**config.mk**
```make
export PLATFORM = sky130hd
export DESIGN_NAME = serial_to_parallel_converter
export DESIGN_NICKNAME = d
export VERILOG_FILES = /design/src/rtl/serial_to_parallel_converter.sv
export SDC_FILE = /design/constraint.sdc
export NUM_CORES = 1
export LEC_CHECK = 0
export CORE_MARGIN = 1.5
export CORE_UTILIZATION = 40
export CTS_CLUSTER_SIZE = 8
export DETAILED_ROUTE_END_ITERATION = 16
export HOLD_SLACK_MARGIN = 0.08
export SLEW_MARGIN = 25
export SYNTH_ARGS = -nofsm -noshare
export SYNTH_HDL_FRONTEND = slang
export SYNTH_SLANG_ARGS = --single-unit
```
**constraint.sdc**
```tcl
create_clock -name clk -period 2 [get_ports clk]
set_input_delay 0.5 -clock clk [delete_from_list [all_inputs] [get_ports clk]]
set_output_delay 0.5 -clock clk [all_outputs]
set_load 0.01 [all_outputs]
```
**src/rtl/serial_to_parallel_converter.sv**
```systemverilog
// Serial-to-parallel converter: assembles W-bit words LSB first, with framing checks,
// an idle-gap timeout and a one-word ready/valid output register.
module serial_to_parallel_converter #(
   parameter int unsigned W       = 4,
   parameter int unsigned GAP_MAX = 8
) (
   input  logic         clk,
   input  logic         reset,
   input  logic         serial_i,
   input  logic         valid_i,
   input  logic         empty_i,
   output logic [W-1:0] parallel_o,
   output logic         out_valid_o,
   input  logic         out_ready_i,
   output logic         busy_o,
   output logic         frame_err_o,
   output logic         overrun_o,
   input  logic         clr_err_i
);

   localparam int unsigned CW = $clog2(W);
   localparam int unsigned GW = $clog2(GAP_MAX + 1);
   localparam logic [CW-1:0] CntLast = CW'(W - 1);
   localparam logic [GW-1:0] GapLast = GW'(GAP_MAX - 1);

   typedef enum logic {StIdle, StRecv} state_e;

   state_e        state_q, state_d;
   logic [CW-1:0] cnt_q, cnt_d;
   logic [GW-1:0] gap_q, gap_d;
   logic [W-1:0]  sr_q, sr_d;
   logic [W-1:0]  par_q, par_d;
   logic          out_valid_q, out_valid_d;
   logic          ferr_q, ferr_d;
   logic          ovr_q, ovr_d;
   logic          word_done;
   logic [W-1:0]  word;
   logic          load;

   always_ff @(posedge clk) begin
      if (reset) begin
         state_q     <= StIdle;
         cnt_q       <= '0;
         gap_q       <= '0;
         sr_q        <= '0;
         par_q       <= '0;
         out_valid_q <= 1'b0;
         ferr_q      <= 1'b0;
         ovr_q       <= 1'b0;
      end else begin
         state_q     <= state_d;
         cnt_q       <= cnt_d;
         gap_q       <= gap_d;
         sr_q        <= sr_d;
         par_q       <= par_d;
         out_valid_q <= out_valid_d;
         ferr_q      <= ferr_d;
         ovr_q       <= ovr_d;
      end
   end

   always_comb begin
      state_d   = state_q;
      cnt_d     = cnt_q;
      gap_d     = gap_q;
      sr_d      = sr_q;
      ferr_d    = 1'b0;
      word_done = 1'b0;
      // Full word is the held bits plus the bit arriving this cycle in the MSB.
      word        = sr_q;
      word[W-1]   = serial_i;

      unique case (state_q)
         StIdle: begin
            if (empty_i) begin
               ferr_d = valid_i;
            end else if (valid_i) begin
               sr_d[0] = serial_i;
               cnt_d   = CW'(1);
               gap_d   = '0;
               state_d = StRecv;
            end
         end
         StRecv: begin
            if (empty_i) begin
               ferr_d  = 1'b1;
               cnt_d   = '0;
               gap_d   = '0;
               state_d = StIdle;
            end else if (valid_i) begin
               sr_d[cnt_q] = serial_i;
               gap_d       = '0;
               if (cnt_q == CntLast) begin
                  word_done = 1'b1;
                  cnt_d     = '0;
                  state_d   = StIdle;
               end else begin
                  cnt_d = cnt_q + 1'b1;
               end
            end else if (gap_q == GapLast) begin
               ferr_d  = 1'b1;
               cnt_d   = '0;
               gap_d   = '0;
               state_d = StIdle;
            end else begin
               gap_d = gap_q + 1'b1;
            end
         end
         default: state_d = StIdle;
      endcase
   end

   always_comb begin
      load  = word_done && (!out_valid_q || out_ready_i);
      par_d = load ? word : par_q;
      if (load) begin
         out_valid_d = 1'b1;
      end else if (out_ready_i) begin
         out_valid_d = 1'b0;
      end else begin
         out_valid_d = out_valid_q;
      end
      // A fresh drop takes priority over a clear in the same cycle.
      if (word_done && out_valid_q && !out_ready_i) begin
         ovr_d = 1'b1;
      end else if (clr_err_i) begin
         ovr_d = 1'b0;
      end else begin
         ovr_d = ovr_q;
      end
   end

   assign parallel_o  = par_q;
   assign out_valid_o = out_valid_q;
   assign busy_o      = (state_q == StRecv);
   assign frame_err_o = ferr_q;
   assign overrun_o   = ovr_q;

endmodule

```
==> results of run 1 <==
[placed cells by master (no fill, tap or decap), drive strengths merged, types with 3 or more instances in the layout]
master / count
mux2i: 8
nand3: 4
nor2: 16
clkdlybuf4s50: 14
o21ai: 4
inv: 4
clkbuf: 3
dfxtp: 17
ha: 5
buf: 5
a21oi: 6
[cells by family (layout without fill, tap and decap cells)]
| kind of cell | count (synthesis) | after routing | share of synthesized area |
|---|---|---|---|
| fa+ha+maj | 5 | 5 | 0.0790 |
| mux | 8 | 8 | 0.101 |
| buf+inv | 9 | 27 | 0.0632 |
| simple gates | 33 | 33 | 0.220 |
| compound gates | 15 | 15 | 0.107 |
| flops | 17 | 17 | 0.430 |
[sequential cells by signal, indices dropped and copies added (netlist names)]
name,flops
sr_q,3
frame_err_o,1
gap_q,4
cnt_q,2
out_valid_o,1
parallel_o,4
busy_o,1
overrun_o,1
[layout make-up]
type / instances / area share
tap: 25 / 0.0315
inverter: 4 / 0.0151
timing repair buffer: 19 / 0.179
clock inverter: 1 / 0.00504
clock buffer: 3 / 0.0227
sequential: 17 / 0.343
multi-input combinational: 61 / 0.404
[worst max-delay path: cells and delay by family]
family / cells / cell delay, ps
buffers and inverters: 1 / 450
muxes: 1 / 260
and+or+nand+nor: 3 / 690
[metal layers]
layer | track usage | vias to the layer above | share of wire
met4 | 0.100 | 0 | 0.028
met5 | 0 | - | 0
met1 | 0.207 | 285 | 0.47
li1 | - | 338 | -
met2 | 0.249 | 15 | 0.45
met3 | 0.0377 | 4 | 0.046
[synthesized netlist by cell type, types with 2 or more instances]
| master | instances |
|---|---|
| clkbuf_1 | 2 |
| nor2_1 | 16 |
| a21oi_1 | 6 |
| inv_1 | 4 |
| nand3_1 | 4 |
| a31oi_1 | 2 |
| ha_1 | 5 |
| a211oi_1 | 2 |
| buf_6 | 2 |
| o21ai_0 | 3 |
| dfxtp_1 | 17 |
| nor3_1 | 2 |
| nand3b_1 | 2 |
| mux2i_1 | 8 |
| and2_1 | 2 |
[per-stage QoR]
step                power, mW  worst slack (ps)
floorplan               0.383               601
global placement        0.411              25.5
detailed placement      0.411              28.6
CTS                     0.593               273
global route            0.617               221
finish                  0.583               286
[worst paths after layout]
kind / startpoint / endpoint / slack [ps]
setup / recovery: out_ready_i / parallel_o[3]$_SDFFE_PP0P_ / 290
hold / removal: overrun_o$_SDFFE_PP0P_ / overrun_o$_SDFFE_PP0P_ / 480
setup reg to reg: cnt_q[0]$_SDFFE_PP0P_ / parallel_o[3]$_SDFFE_PP0P_ / 540
hold reg to reg: overrun_o$_SDFFE_PP0P_ / overrun_o$_SDFFE_PP0P_ / 480
[power breakdown]
group          total, mW  internal [mW]  switching (mW)
sequential         0.347          0.343         0.00355
clock              0.180         0.0743           0.105
combinational     0.0568         0.0290          0.0278
total              0.583          0.446           0.137
==> reports/qor.yml, run 1 <==
status: "completed"
regArea_sq_um: 340
final_cells: 130
leakage_nw: 0.391
r2r_cells: 4
ys_seq_area_frac: 0.430
grt_usage: 0.163
maxCapViolations: 0
synth_top_area_share: 0.430
grt_pass1_vias: 561
drt_wl_total_um: 1500
final_layout_size_suffix_gt1_frac: 0.114
holdWs_ps: 476
fin_nets: 118
tightest_slew_ps: 301
synth_top_area_cell: "dfxtp_1"
hold_viol_final: 0
vias: 642
dp_hpwl_um: 1070
vdd_drop_max_v: 0.000372
min_path_type: "register to register"
multi_input_area_sq_um: 402
dp_cells: 126
numPortBuffers: 14
syn_to_final_growth_pct: 25.4
grt_pass1_wl_um: 2450
start_util: 0.444
cp_max_fo: 4
placed_area_sq_um: 966
h-tree-depth: 1
drtIter0Drc: 25
viasPerCell: 4.94
n_antenna_cell: 0
synth-seq-cells: 17
cts_inserted_buffers: 3
rsz0062_at_grt: "no"
period_share: 0.857
crit_path_cell_trace: "clkdlybuf4s50_1 -> and2b_2 -> and4b_1 -> mux2i_1 -> nor2_1"
fillers: 168
synth.cell_area_sq_um: 792
row_count: 15
slowest_stage: "clkdlybuf4s50_1"
ys_warn_count: 0
overflow: 0
die_w_um: 47.5
cts_setup_buffers: 0
die_y_um: 47.5
tritoncts: "done"
ys_types: 25
finalCriticalPeriod_ps: 1710
finalSetupTns_ps: 0
synthTopCellsByArea: "dfxtp_1, mux2i_1, ha_1"
final_antenna_net_count: 0
skew_ps: 5.41
drc: 0
ios: 15
gp_congestion: 0.687
fmax_ghz: 0.583
holdBufCountCts: 0
powerDensity_nw_per_um2: 587
worstPathRequired_ps: 2190
clk_latency_ps: 290
slew_headroom: 0.799
worstHoldPathCells: 2
slew_violations: 0
wl_per_cell_um: 11.5
syn_area_per_cell_sq_um: 9.10
fin_area_sq_um: 993
dieArea_sq_um: 2260
cts_buffer_depth: 2
syn-num-nets: 99
cts-resized-gates: 0
path_class: "input port to register"
fp.coreArea_sq_um: 1780
cts.sinks: 17
clkSlewWorstSetupHoldPaths_ps: 100
setup_violations: 0
firstDrtPassIters: 4
synth-edff-count: 0
critPathLaunchType: "input port"
postSynthCellCount: 87
arrival_ps: 1900
cts_root_buf: "clkbuf_4"
grt_max_degree: 18
utilization: 0.557
slowest_delay_ps: 450
antenna_found_initial: 0
end_kind: "register"
synthArstFlopShare: 0
synth_flop_cell: "dfxtp_1"
Power figures use the tool's default switching activity.
==> inputs of run 2 (changes only) <==
--- a/config.mk
+++ b/config.mk
@@ -9,7 +9,7 @@
 export CORE_UTILIZATION = 40
 export CTS_CLUSTER_SIZE = 8
 export DETAILED_ROUTE_END_ITERATION = 16
-export HOLD_SLACK_MARGIN = 0.08
+export HOLD_SLACK_MARGIN = 0.1
 export SLEW_MARGIN = 25
 export SYNTH_ARGS = -nofsm -noshare
 export SYNTH_HDL_FRONTEND = slang
==> results of run 2 <==
No change in the layout: final DEF, timing and power equal those of run 1.
==> inputs of run 3 (changes only) <==
--- a/config.mk
+++ b/config.mk
@@ -10,6 +10,7 @@
 export CTS_CLUSTER_SIZE = 8
 export DETAILED_ROUTE_END_ITERATION = 16
 export HOLD_SLACK_MARGIN = 0.1
+export PLACE_DENSITY = 0.66
 export SLEW_MARGIN = 25
 export SYNTH_ARGS = -nofsm -noshare
 export SYNTH_HDL_FRONTEND = slang
==> constraint.sdc (replaced) <==
create_clock -name clk -period 1.4 [get_ports clk]
set_input_delay 0.35 -clock clk [delete_from_list [all_inputs] [get_ports clk]]
set_output_delay 0.35 -clock clk [all_outputs]
set_load 0.01 [all_outputs]
==> run 3 against run 2 <==
Core utilization up 3.2 points. Sequential share of layout area decreased by 1.9 points. Highest routed layer unchanged. Clock power grew 43%. Critical path depth decreased by 1. Worst setup slack got worse by 180 ps.
==> reports/qor.yml, run 3 (synthesis gave the netlist of run 1 again) <==
fp.coreArea_sq_um: 1780
rr_endpoint: "parallel_o[2]$_SDFFE_PP0P_"
numPortBuffers: 14
tritoncts: "done"
tightest_slew_ps: 224
cts_inserted_buffers: 3
dieArea_sq_um: 2260
min_from: "overrun_o$_SDFFE_PP0P_"
overflow: 0
vdd_drop_max_v: 0.000438
grt_max_degree: 12
start_util: 0.444
row_count: 15
slew_violations: 0
rsz0062_at_grt: "no"
drt_wl_total_um: 1580
leakage_nw: 0.484
grt_pass1_wl_um: 2550
worstPathRequired_ps: 1580
end_kind: "register"
cts_root_buf: "clkbuf_4"
skew_ps: 2.25
fillers: 158
dp_cells: 132
grt_pass1_vias: 648
drc: 0
dp_hpwl_um: 1190
h-tree-depth: 1
slew_headroom: 0.849
final_common_cell: "dfxtp_1"
timing.rr.start: "cnt_q[0]$_SDFFE_PP0P_"
slowest_stage: "dfxtp_1"
rrSetupSlack_ps: 100
cts.sinks: 17
final_layout_size_suffix_gt1_frac: 0.188
critPathLaunchType: "register"
maxCapViolations: 0
worstHoldPathCells: 2
powerDensity_nw_per_um2: 804
drtIter0Drc: 2
min_to: "overrun_o$_SDFFE_PP0P_"
fin_nets: 125
firstDrtPassIters: 4
grt_usage: 0.160
total_power_mw: 0.845
die_y_um: 47.5
hold_viol_final: 0
cp_max_fo: 5
clk_latency_ps: 280
slowest_delay_ps: 410
path_class: "register to register"
fin_area_sq_um: 1050
cts_buffer_depth: 2
final_antenna_net_count: 0
clkSlewWorstSetupHoldPaths_ps: 100
antenna_found_initial: 0
ios: 15
final_cells: 137
setup_violations: 0
holdWs_ps: 472
crit_path_cell_trace: "ha_1 -> and4b_2 -> mux2i_1 -> nor2_1"
arrival_ps: 1480
finalCriticalPeriod_ps: 1300
min_path_type: "register to register"
status: "completed"
syn_to_final_growth_pct: 32.7
wl_per_cell_um: 11.5
r2r_cells: 4
viasPerCell: 4.93
mostFrequentLayoutCells: "dfxtp_1, nor2_1, buf_4"
placed_area_sq_um: 1010
n_antenna_cell: 0
fmax_ghz: 0.772
finalSetupTns_ps: 0
period_share: 0.925
startpoint: "cnt_q[0]$_SDFFE_PP0P_"
die_w_um: 47.5
gp_congestion: 0.694
vias: 675
run 3: layout make-up:
class	instances	area (sq um)	area share
multi-input combinational	61	417	0.396
timing repair buffer	26	220	0.210
sequential	17	340	0.324
tap	25	31.3	0.0298
clock buffer	3	22.5	0.0214
clock inverter	1	5.00	0.00476
inverter	4	15.0	0.0143
run 3: layer usage:
layer | part of all wire | global-route usage | wire length [um] | vias up
li1 | - | - | - | 346
met1 | 0.47 | 0.215 | 742 | 312
met2 | 0.47 | 0.257 | 749 | 15
met3 | 0.046 | 0.0226 | 72 | 2
met4 | 0.010 | 0.0667 | 16 | 0
met5 | 0 | 0 | 0 | -
run 3: what timing repair did:
item	in CTS	in global routing
hold buffers	0	0
setup buffers	0	1
pin swaps	2	2
gates resized for setup	12	3
setup endpoints to repair	14	5
run 3: per-stage QoR:
stage               setup slack [ps]   util
floorplan                        151      -
global placement                -399  0.567
detailed placement              -407  0.567
CTS                             15.7  0.579
global route                    17.4  0.589
finish                           104  0.589
run 3: worst max-delay path by stage:
stage	to
finish	parallel_o[2]$_SDFFE_PP0P_
global route	parallel_o[2]$_SDFFE_PP0P_
CTS	parallel_o[2]$_SDFFE_PP0P_
detailed placement	parallel_o[2]$_SDFFE_PP0P_
global placement	parallel_o[3]$_SDFFE_PP0P_
floorplan	parallel_o[3]$_SDFFE_PP0P_
run 3: power by group:
part | total [mW] | internal [mW] | switching, mW
clock network | 0.257 | 0.106 | 0.151
logic | 0.0927 | 0.0480 | 0.0447
registers | 0.495 | 0.490 | 0.00464
total | 0.845 | 0.644 | 0.200
run 3: critical path, delay by kind of cell (launching register included):
family | cells | cell delay (ps)
flops | 1 | 410
simple gates | 2 | 380
mux | 1 | 210
fa+ha+maj | 1 | 190
